### config.mk
export PLATFORM = sky130hd
export DESIGN_NAME = dac081c081_sequencer_flat
export DESIGN_NICKNAME = d
export VERILOG_FILES = /design/src/rtl/dac081c081_sequencer_if.sv /design/src/rtl/dac081c081_sequencer.sv /design/src/flat_wrapper.sv
export SDC_FILE = /design/constraint.sdc
export NUM_CORES = 1
export LEC_CHECK = 0
export BUFFER_PORTS_ARGS = -buffer_cell sky130_fd_sc_hd__buf_2
export CORE_MARGIN = 8
export CORE_UTILIZATION = 35
export CTS_CLUSTER_DIAMETER = 120
export DETAILED_ROUTE_END_ITERATION = 10
export SYNTH_ARGS = -nofsm -noshare
export SYNTH_HDL_FRONTEND = slang
export SYNTH_SLANG_ARGS = --single-unit
### constraint.sdc
create_clock -name clk_i -period 4.6 [get_ports clk_i]
set_input_delay 0.69 -clock clk_i [delete_from_list [all_inputs] [get_ports clk_i]]
set_output_delay 0.69 -clock clk_i [all_outputs]
set_load 0.05 [all_outputs]
### src/rtl/dac081c081_sequencer_if.sv
// Transaction handshake between the DAC sequencer and the single-transaction
// I2C master core: one go pulse starts a write of two bytes to one address,
// one done pulse (with nack status) ends it.
interface dac081c081_sequencer_if;
  logic        i2c_go_o;
  logic [6:0]  i2c_adr_o;
  logic [15:0] i2c_dat_o;
  logic        i2c_busy_i;
  logic        i2c_done_i;
  logic        i2c_nack_i;

  // Sequencer side: issues transactions, observes completion.
  modport master (
    output i2c_go_o, i2c_adr_o, i2c_dat_o,
    input  i2c_busy_i, i2c_done_i, i2c_nack_i
  );

  // I2C core side: accepts transactions, reports completion.
  modport slave (
    input  i2c_go_o, i2c_adr_o, i2c_dat_o,
    output i2c_busy_i, i2c_done_i, i2c_nack_i
  );
endinterface

### src/rtl/dac081c081_sequencer.sv
// Shadow-register sequencer for up to four DAC081C081 devices sharing one
// I2C bus. Writes mark a channel dirty; dirty channels are pushed out one at
// a time in round-robin order, NACKed transfers are retried a bounded number
// of times, and channels that keep failing raise a sticky error flag.
module dac081c081_sequencer #(
  parameter int                   NUM_DAC   = 3,
  parameter logic [7*NUM_DAC-1:0] ADDR_LIST = {7'h0E, 7'h0D, 7'h0C},
  parameter int                   MAX_RETRY = 2
) (
  input  logic                     clk_i,
  input  logic                     rst_i,
  input  logic                     wr_i,
  input  logic [1:0]               wr_ch_i,
  input  logic [7:0]               wr_data_i,
  input  logic [1:0]               wr_pd_i,
  input  logic                     refresh_i,
  input  logic                     err_clr_i,
  dac081c081_sequencer_if.master   i2c,
  output logic                     busy_o,
  output logic [NUM_DAC-1:0]       err_o,
  output logic [10*NUM_DAC-1:0]    shadow_o
);

  localparam logic [2:0] NUM_DAC_W   = 3'(NUM_DAC);
  localparam logic [2:0] MAX_RETRY_W = 3'(MAX_RETRY);

  typedef enum logic [1:0] {IDLE, ISSUE, WAIT} state_t;

  state_t           state;
  logic [9:0]       shadow   [NUM_DAC];
  logic [6:0]       addr_tbl [NUM_DAC];
  logic [NUM_DAC-1:0] dirty;
  logic [1:0]       rr_ptr;
  logic [1:0]       cur_ch;
  logic [1:0]       next_ch;
  logic [2:0]       retry_cnt;
  logic             wr_ok;
  logic             sel_valid;
  logic [1:0]       sel_ch;

  // Writes to channels that do not exist are dropped.
  assign wr_ok = wr_i && ({1'b0, wr_ch_i} < NUM_DAC_W);

  // Channel following the one in flight, wrapping at NUM_DAC.
  assign next_ch = ({1'b0, cur_ch} == NUM_DAC_W - 3'd1) ? 2'd0 : cur_ch + 2'd1;

  assign busy_o = (state != IDLE) || (|dirty);

  for (genvar k = 0; k < NUM_DAC; k++) begin : g_ch
    assign addr_tbl[k]          = ADDR_LIST[7*k +: 7];
    assign shadow_o[10*k +: 10] = shadow[k];
  end

  // Round-robin pick: first dirty channel at or after rr_ptr. Scanning from
  // the far end lets the nearest candidate overwrite the others.
  always_comb begin
    logic [2:0] idx;
    // NOTE: combinational logic uses blocking '=' and assigns every output a
    // default up front, so no path leaves a value held (no inferred latch).
    idx       = '0;
    sel_valid = 1'b0;
    sel_ch    = '0;
    for (int i = NUM_DAC - 1; i >= 0; i--) begin
      idx = {1'b0, rr_ptr} + 3'(i);
      if (idx >= NUM_DAC_W) idx = idx - NUM_DAC_W;
      if (dirty[idx[1:0]]) begin
        sel_valid = 1'b1;
        sel_ch    = idx[1:0];
      end
    end
  end

  // Shadow registers: latest {pd, data} written to each channel.
  always_ff @(posedge clk_i or posedge rst_i) begin
    if (rst_i) begin
      // NOTE: this small register array is cleared on reset because its
      // contents are visible on shadow_o; large RAMs would normally be left
      // unreset.
      for (int k = 0; k < NUM_DAC; k++) shadow[k] <= '0;
    end else if (wr_ok) begin
      shadow[wr_ch_i] <= {wr_pd_i, wr_data_i};
    end
  end

  // Transaction scheduler with dirty tracking, retry and sticky error flags.
  always_ff @(posedge clk_i or posedge rst_i) begin
    if (rst_i) begin
      state         <= IDLE;
      dirty         <= '0;
      err_o         <= '0;
      rr_ptr        <= '0;
      cur_ch        <= '0;
      retry_cnt     <= '0;
      i2c.i2c_go_o  <= 1'b0;
      i2c.i2c_adr_o <= '0;
      i2c.i2c_dat_o <= '0;
    end else begin
      // NOTE: sequential state uses non-blocking '<='; later assignments in
      // this block deliberately override earlier ones (priority by order).
      i2c.i2c_go_o <= 1'b0;
      case (state)
        IDLE: begin
          if (sel_valid) begin
            cur_ch        <= sel_ch;
            i2c.i2c_adr_o <= addr_tbl[sel_ch];
            i2c.i2c_dat_o <= {2'b00, shadow[sel_ch], 4'b0000};
            dirty[sel_ch] <= 1'b0;
            retry_cnt     <= '0;
            state         <= ISSUE;
          end
        end
        ISSUE: begin
          if (!i2c.i2c_busy_i) begin
            i2c.i2c_go_o <= 1'b1;
            state        <= WAIT;
          end
        end
        WAIT: begin
          if (i2c.i2c_done_i) begin
            if (!i2c.i2c_nack_i) begin
              rr_ptr <= next_ch;
              state  <= IDLE;
            end else if (retry_cnt < MAX_RETRY_W) begin
              retry_cnt <= retry_cnt + 3'd1;
              state     <= ISSUE;
            end else begin
              err_o[cur_ch] <= 1'b1;
              rr_ptr        <= next_ch;
              state         <= IDLE;
            end
          end
        end
        default: state <= IDLE;
      endcase

      // New writes and refresh win over the selection clear, so a value
      // written while its channel is being latched or in flight is resent.
      if (refresh_i) dirty <= '1;
      if (wr_ok)     dirty[wr_ch_i] <= 1'b1;

      // Clearing errors beats a same-cycle error set.
      if (err_clr_i) err_o <= '0;
    end
  end

endmodule

### src/flat_wrapper.sv
// flat-port wrapper written by rule: the top's interface ports become plain ports
module dac081c081_sequencer_flat 
#(
  parameter int                   NUM_DAC   = 3,
  parameter logic [7*NUM_DAC-1:0] ADDR_LIST = {7'h0E, 7'h0D, 7'h0C},
  parameter int                   MAX_RETRY = 2
)
  (clk_i, rst_i, wr_i, wr_ch_i, wr_data_i, wr_pd_i, refresh_i, err_clr_i, busy_o, err_o, shadow_o, i2c_i2c_go_o, i2c_i2c_adr_o, i2c_i2c_dat_o, i2c_i2c_busy_i, i2c_i2c_done_i, i2c_i2c_nack_i);
  dac081c081_sequencer_if i2c_i ();
  input  logic clk_i;
  input  logic rst_i;
  input  logic wr_i;
  input  logic [1:0] wr_ch_i;
  input  logic [7:0] wr_data_i;
  input  logic [1:0] wr_pd_i;
  input  logic refresh_i;
  input  logic err_clr_i;
  output logic busy_o;
  output logic [NUM_DAC-1:0] err_o;
  output logic [10*NUM_DAC-1:0] shadow_o;
  output wire logic [$bits(i2c_i.i2c_go_o)-1:0] i2c_i2c_go_o;
  output wire logic [$bits(i2c_i.i2c_adr_o)-1:0] i2c_i2c_adr_o;
  output wire logic [$bits(i2c_i.i2c_dat_o)-1:0] i2c_i2c_dat_o;
  input wire logic [$bits(i2c_i.i2c_busy_i)-1:0] i2c_i2c_busy_i;
  input wire logic [$bits(i2c_i.i2c_done_i)-1:0] i2c_i2c_done_i;
  input wire logic [$bits(i2c_i.i2c_nack_i)-1:0] i2c_i2c_nack_i;
  assign i2c_i2c_go_o = i2c_i.i2c_go_o;
  assign i2c_i2c_adr_o = i2c_i.i2c_adr_o;
  assign i2c_i2c_dat_o = i2c_i.i2c_dat_o;
  assign i2c_i.i2c_busy_i = i2c_i2c_busy_i;
  assign i2c_i.i2c_done_i = i2c_i2c_done_i;
  assign i2c_i.i2c_nack_i = i2c_i2c_nack_i;
  dac081c081_sequencer #(.NUM_DAC(NUM_DAC), .ADDR_LIST(ADDR_LIST), .MAX_RETRY(MAX_RETRY)) u_core (.clk_i(clk_i), .rst_i(rst_i), .wr_i(wr_i), .wr_ch_i(wr_ch_i), .wr_data_i(wr_data_i), .wr_pd_i(wr_pd_i), .refresh_i(refresh_i), .err_clr_i(err_clr_i), .i2c(i2c_i), .busy_o(busy_o), .err_o(err_o), .shadow_o(shadow_o));
endmodule
==> flow_metrics.tcl <==
set metrics [dict create \
    seq_area_frac_synth 0.513 \
    area_delta_synth_final_pct 18.1 \
    hold_slack_ns 0.489 \
    antenna_found_initial 0 \
    clk_latency_ns 0.33 \
    p_sw_frac 0.494 \
    fin_worst_skew_ns 0.00645 \
    p_sw_w 0.00124 \
    synth_mux_area_frac 0.0461 \
    die_h_um 107 \
    cts_setup_buffers 0 \
    drc 0 \
    cts_sinks 59 \
    p_clk_frac 0.172 \
    hold_viol 0 \
    fp.dieW_um 107 \
    slowest_delay_ns 1.00 \
    yosysUniqueCellTypes 40 \
    htreeDepth 3 \
    cp-start-kind "register" \
    r2r_slack_ns 1.77 \
    rows 33 \
    fin_cells 478 \
    dr.first_iter.drc_count 84 \
    avgSynthCellArea_um2 9.35 \
    crit_start "u_core.rr_ptr[0]$_DFFE_PP0P_" \
    outcome "completed" \
    combPwrFrac 0.516 \
    crit_end "u_core.cur_ch[1]$_DFFE_PP0P_" \
    synth_warnings 0 \
    synth_compound_area_frac 0.149 \
    ff2ff_path_depth 7 \
    vias 2435 \
    fp.dieArea_um2 11400 \
    post-dp-hpwl_um 5460 \
    synth_area_um2 2880 \
    hold_depth 2 \
    cp.arrival_ns 3.05 \
    grt_pass1_wl_um 13000 \
    timing.rr.start "u_core.rr_ptr[0]$_DFFE_PP0P_" \
    syn_inst 308 \
    clock-root-buffer "clkbuf_8" \
    tns_ns 0 \
    ant_nets 0 \
    dp_cells 463 \
    gr-total-overflow 0 \
    io_pins 78 \
    r2r-end "u_core.cur_ch[1]$_DFFE_PP0P_" \
    initial_core_util 0.356 \
    numCtsBuffers 9 \
    period_needed_ns 2.83 \
    maxCapViolCount 0 \
    grt_pass1_vias 2553 \
    synth_seq_cells 59 \
    critPathMaxFanout 15 \
    p_int_w 0.00127 \
    postCtsHoldBufs 0 \
    drtPass1Iterations 4 \
    synth_xor_area_frac 0 \
    critPathBufInv 1 \
    path_cells "inv_1, ha_1, mux2i_1, o22ai_1, o31ai_2, nor2_1, a21o_1" \
    async_flop_share 1.00 \
    drt_wl_total_um 7850 \
    place.gp.congestion 0.773 \
    synthAdderAreaFrac 0.0174 \
    synth_edf_count 0 \
    ys.flop_type "dfrtp_1" \
    grt_max_degree 60 \
    path_depth 7 \
    ir_drop_v 0.000308 \
    antenna_cells 0 \
    rsz0062_at_grt "no" \
    io_buffer_count 68 \
    critPathTopFamily "compound AO/OA/AOI/OAI gates" \
    coreArea_um2 8090 \
    worst_slew_pin_slew_ns 1.17 \
    yosys.area_share.simple 0.197 \
    hp-class "reg -> reg" \
    cts_buffer_depth 2 \
    power_leakage_nw 1.75 \
    max_clock_freq_mhz 354 \
    crit_slowest_cell "o31ai_2" \
    p_seq_frac 0.313 \
    critPathCaptureType "register" \
    finalSetupViolCount 0 \
    track_usage 0.144 \
    critPathKind "reg -> reg" \
    synth_top_family_by_area "simple AND/OR/NAND/NOR gates" \
    finish.utilization 0.420 \
    maxSlewHeadroom 0.216 \
    nets 393 \
    drive_gt1_frac 0.268 \
    cts_resized 0 \
    wire_per_inst_um 16.4 \
    vias_per_cell 5.09 \
    p_per_area_nw_per_um2 739 \
    cts_tree "yes" \
    required_ns 4.83 \
    path_clk_slew_ns 0.06 \
    finalMaxSlewViolations 0 \
    fin_crit_sh 0.615 \
]
[synthesized netlist by cell type (all sizes together), types with 2 or more instances]
master	count	area (µm²)
dfrtp	59	1480
buf	16	135
inv	12	45.0
a211o	3	26.3
nor2	16	60.1
nand2	83	312
and3	11	68.8
nor2b	4	25.0
clkbuf	11	41.3
a221oi	10	87.6
mux2i	2	20.0
o21ai	30	150
a21oi	8	40.0
ha	4	50.1
o221ai	2	17.5
nor3	3	15.0
mux2	10	113
nand3b	3	22.5
nand3	2	27.5
nor3b	2	15.0
a21o	3	22.5
[power groups by stage]
stage / clock network [W] / registers [W] / logic, W
final: 0.000432 / 0.000785 / 0.00130
after global routing: 0.000466 / 0.000806 / 0.00142
after floorplan: 0 / 0.00109 / 0.000749
after CTS: 0.000444 / 0.000786 / 0.00130
after detailed placement: 0 / 0.000794 / 0.00130
after global placement: 0 / 0.000789 / 0.00128
[cell families (layout without fill, tap and decap cells)]
group	count (synthesis)	after routing
simple gates	127	127
buf+inv	39	96
fa+ha+maj	4	4
other cells	1	9
mux	12	12
flops	59	59
compound gates	66	66
[cell usage in the layout (no fill, tap or decap), types with 4 or more instances in the layout]
| cell | count |
|---|---|
| nand2_1 | 83 |
| dfrtp_1 | 59 |
| a21oi_1 | 8 |
| o21ai_1 | 8 |
| o21ai_0 | 22 |
| mux2_2 | 10 |
| buf_2 | 68 |
| conb_1 | 9 |
| nor2_1 | 16 |
| clkbuf_8 | 12 |
| nor2b_1 | 4 |
| ha_1 | 4 |
| and3_1 | 11 |
| a221oi_1 | 10 |
| inv_1 | 11 |
[how the worst min path moves through the flow]
stage,startpoint,to,slack (ns)
after detailed placement,u_core.i2c.i2c_adr_o[1]$_DFFE_PP0P_,u_core.i2c.i2c_adr_o[1]$_DFFE_PP0P_,0.48
after CTS,u_core.i2c.i2c_adr_o[1]$_DFFE_PP0P_,u_core.i2c.i2c_adr_o[1]$_DFFE_PP0P_,0.49
after global placement,u_core.i2c.i2c_adr_o[1]$_DFFE_PP0P_,u_core.i2c.i2c_adr_o[1]$_DFFE_PP0P_,0.47
after global routing,u_core.err_o[0]$_DFFE_PP0P_,u_core.err_o[0]$_DFFE_PP0P_,0.51
after floorplan,u_core.retry_cnt[2]$_DFFE_PP0P_,u_core.retry_cnt[2]$_DFFE_PP0P_,0.48
final,u_core.i2c.i2c_dat_o[12]$_DFFE_PP0P_,u_core.i2c.i2c_dat_o[12]$_DFFE_PP0P_,0.49
[tightest hold or removal path: stages (launching register included)]
cell     delay [ns]
dfrtp_1        0.34
nand2_1        0.05
o21ai_0        0.06
[per-stage QoR]
| step | instance area, µm² | power (W) | worst slack (ns) |
|---|---|---|---|
| after global routing | 3400 | 0.00269 | 1.49 |
| after floorplan | 2910 | 0.00184 | 2.37 |
| after CTS | 3400 | 0.00253 | 1.76 |
| after detailed placement | 3220 | 0.00209 | 1.78 |
| final | 3400 | 0.00251 | 1.77 |
| after global placement | 3220 | 0.00207 | 1.91 |
[state kept, by name, summed over array words and instances (netlist names)]
| name | flops |
|---|---|
| u_core.cur_ch | 2 |
| u_core.dirty | 3 |
| u_core.err_o | 3 |
| u_core.i2c.i2c_adr_o | 3 |
| u_core.i2c.i2c_dat_o | 10 |
| u_core.i2c.i2c_go_o | 1 |
| u_core.retry_cnt | 3 |
| u_core.rr_ptr | 2 |
| u_core.shadow_o | 30 |
| u_core.state | 2 |
[per-layer routing]
metal  global-route usage  up-vias  routed length (µm)
met3               0.0480        9                 574
met1                0.168     1176                3400
met2                0.245       92                3790
met4               0.0392        0                  83
met5                    0        -                   0
li1                     -     1158                   -
[cell type report]
type                    count  area [µm²]
fillers                   831        4690
flip-flops and latches     59        1480
multi-input cells         218        1220
repair buffers             69         348
clock buffers              13         169
well taps                 105         131
inverters                  12        45.0
clock inverters             2        10.0
Power figures use the tool's default switching activity.
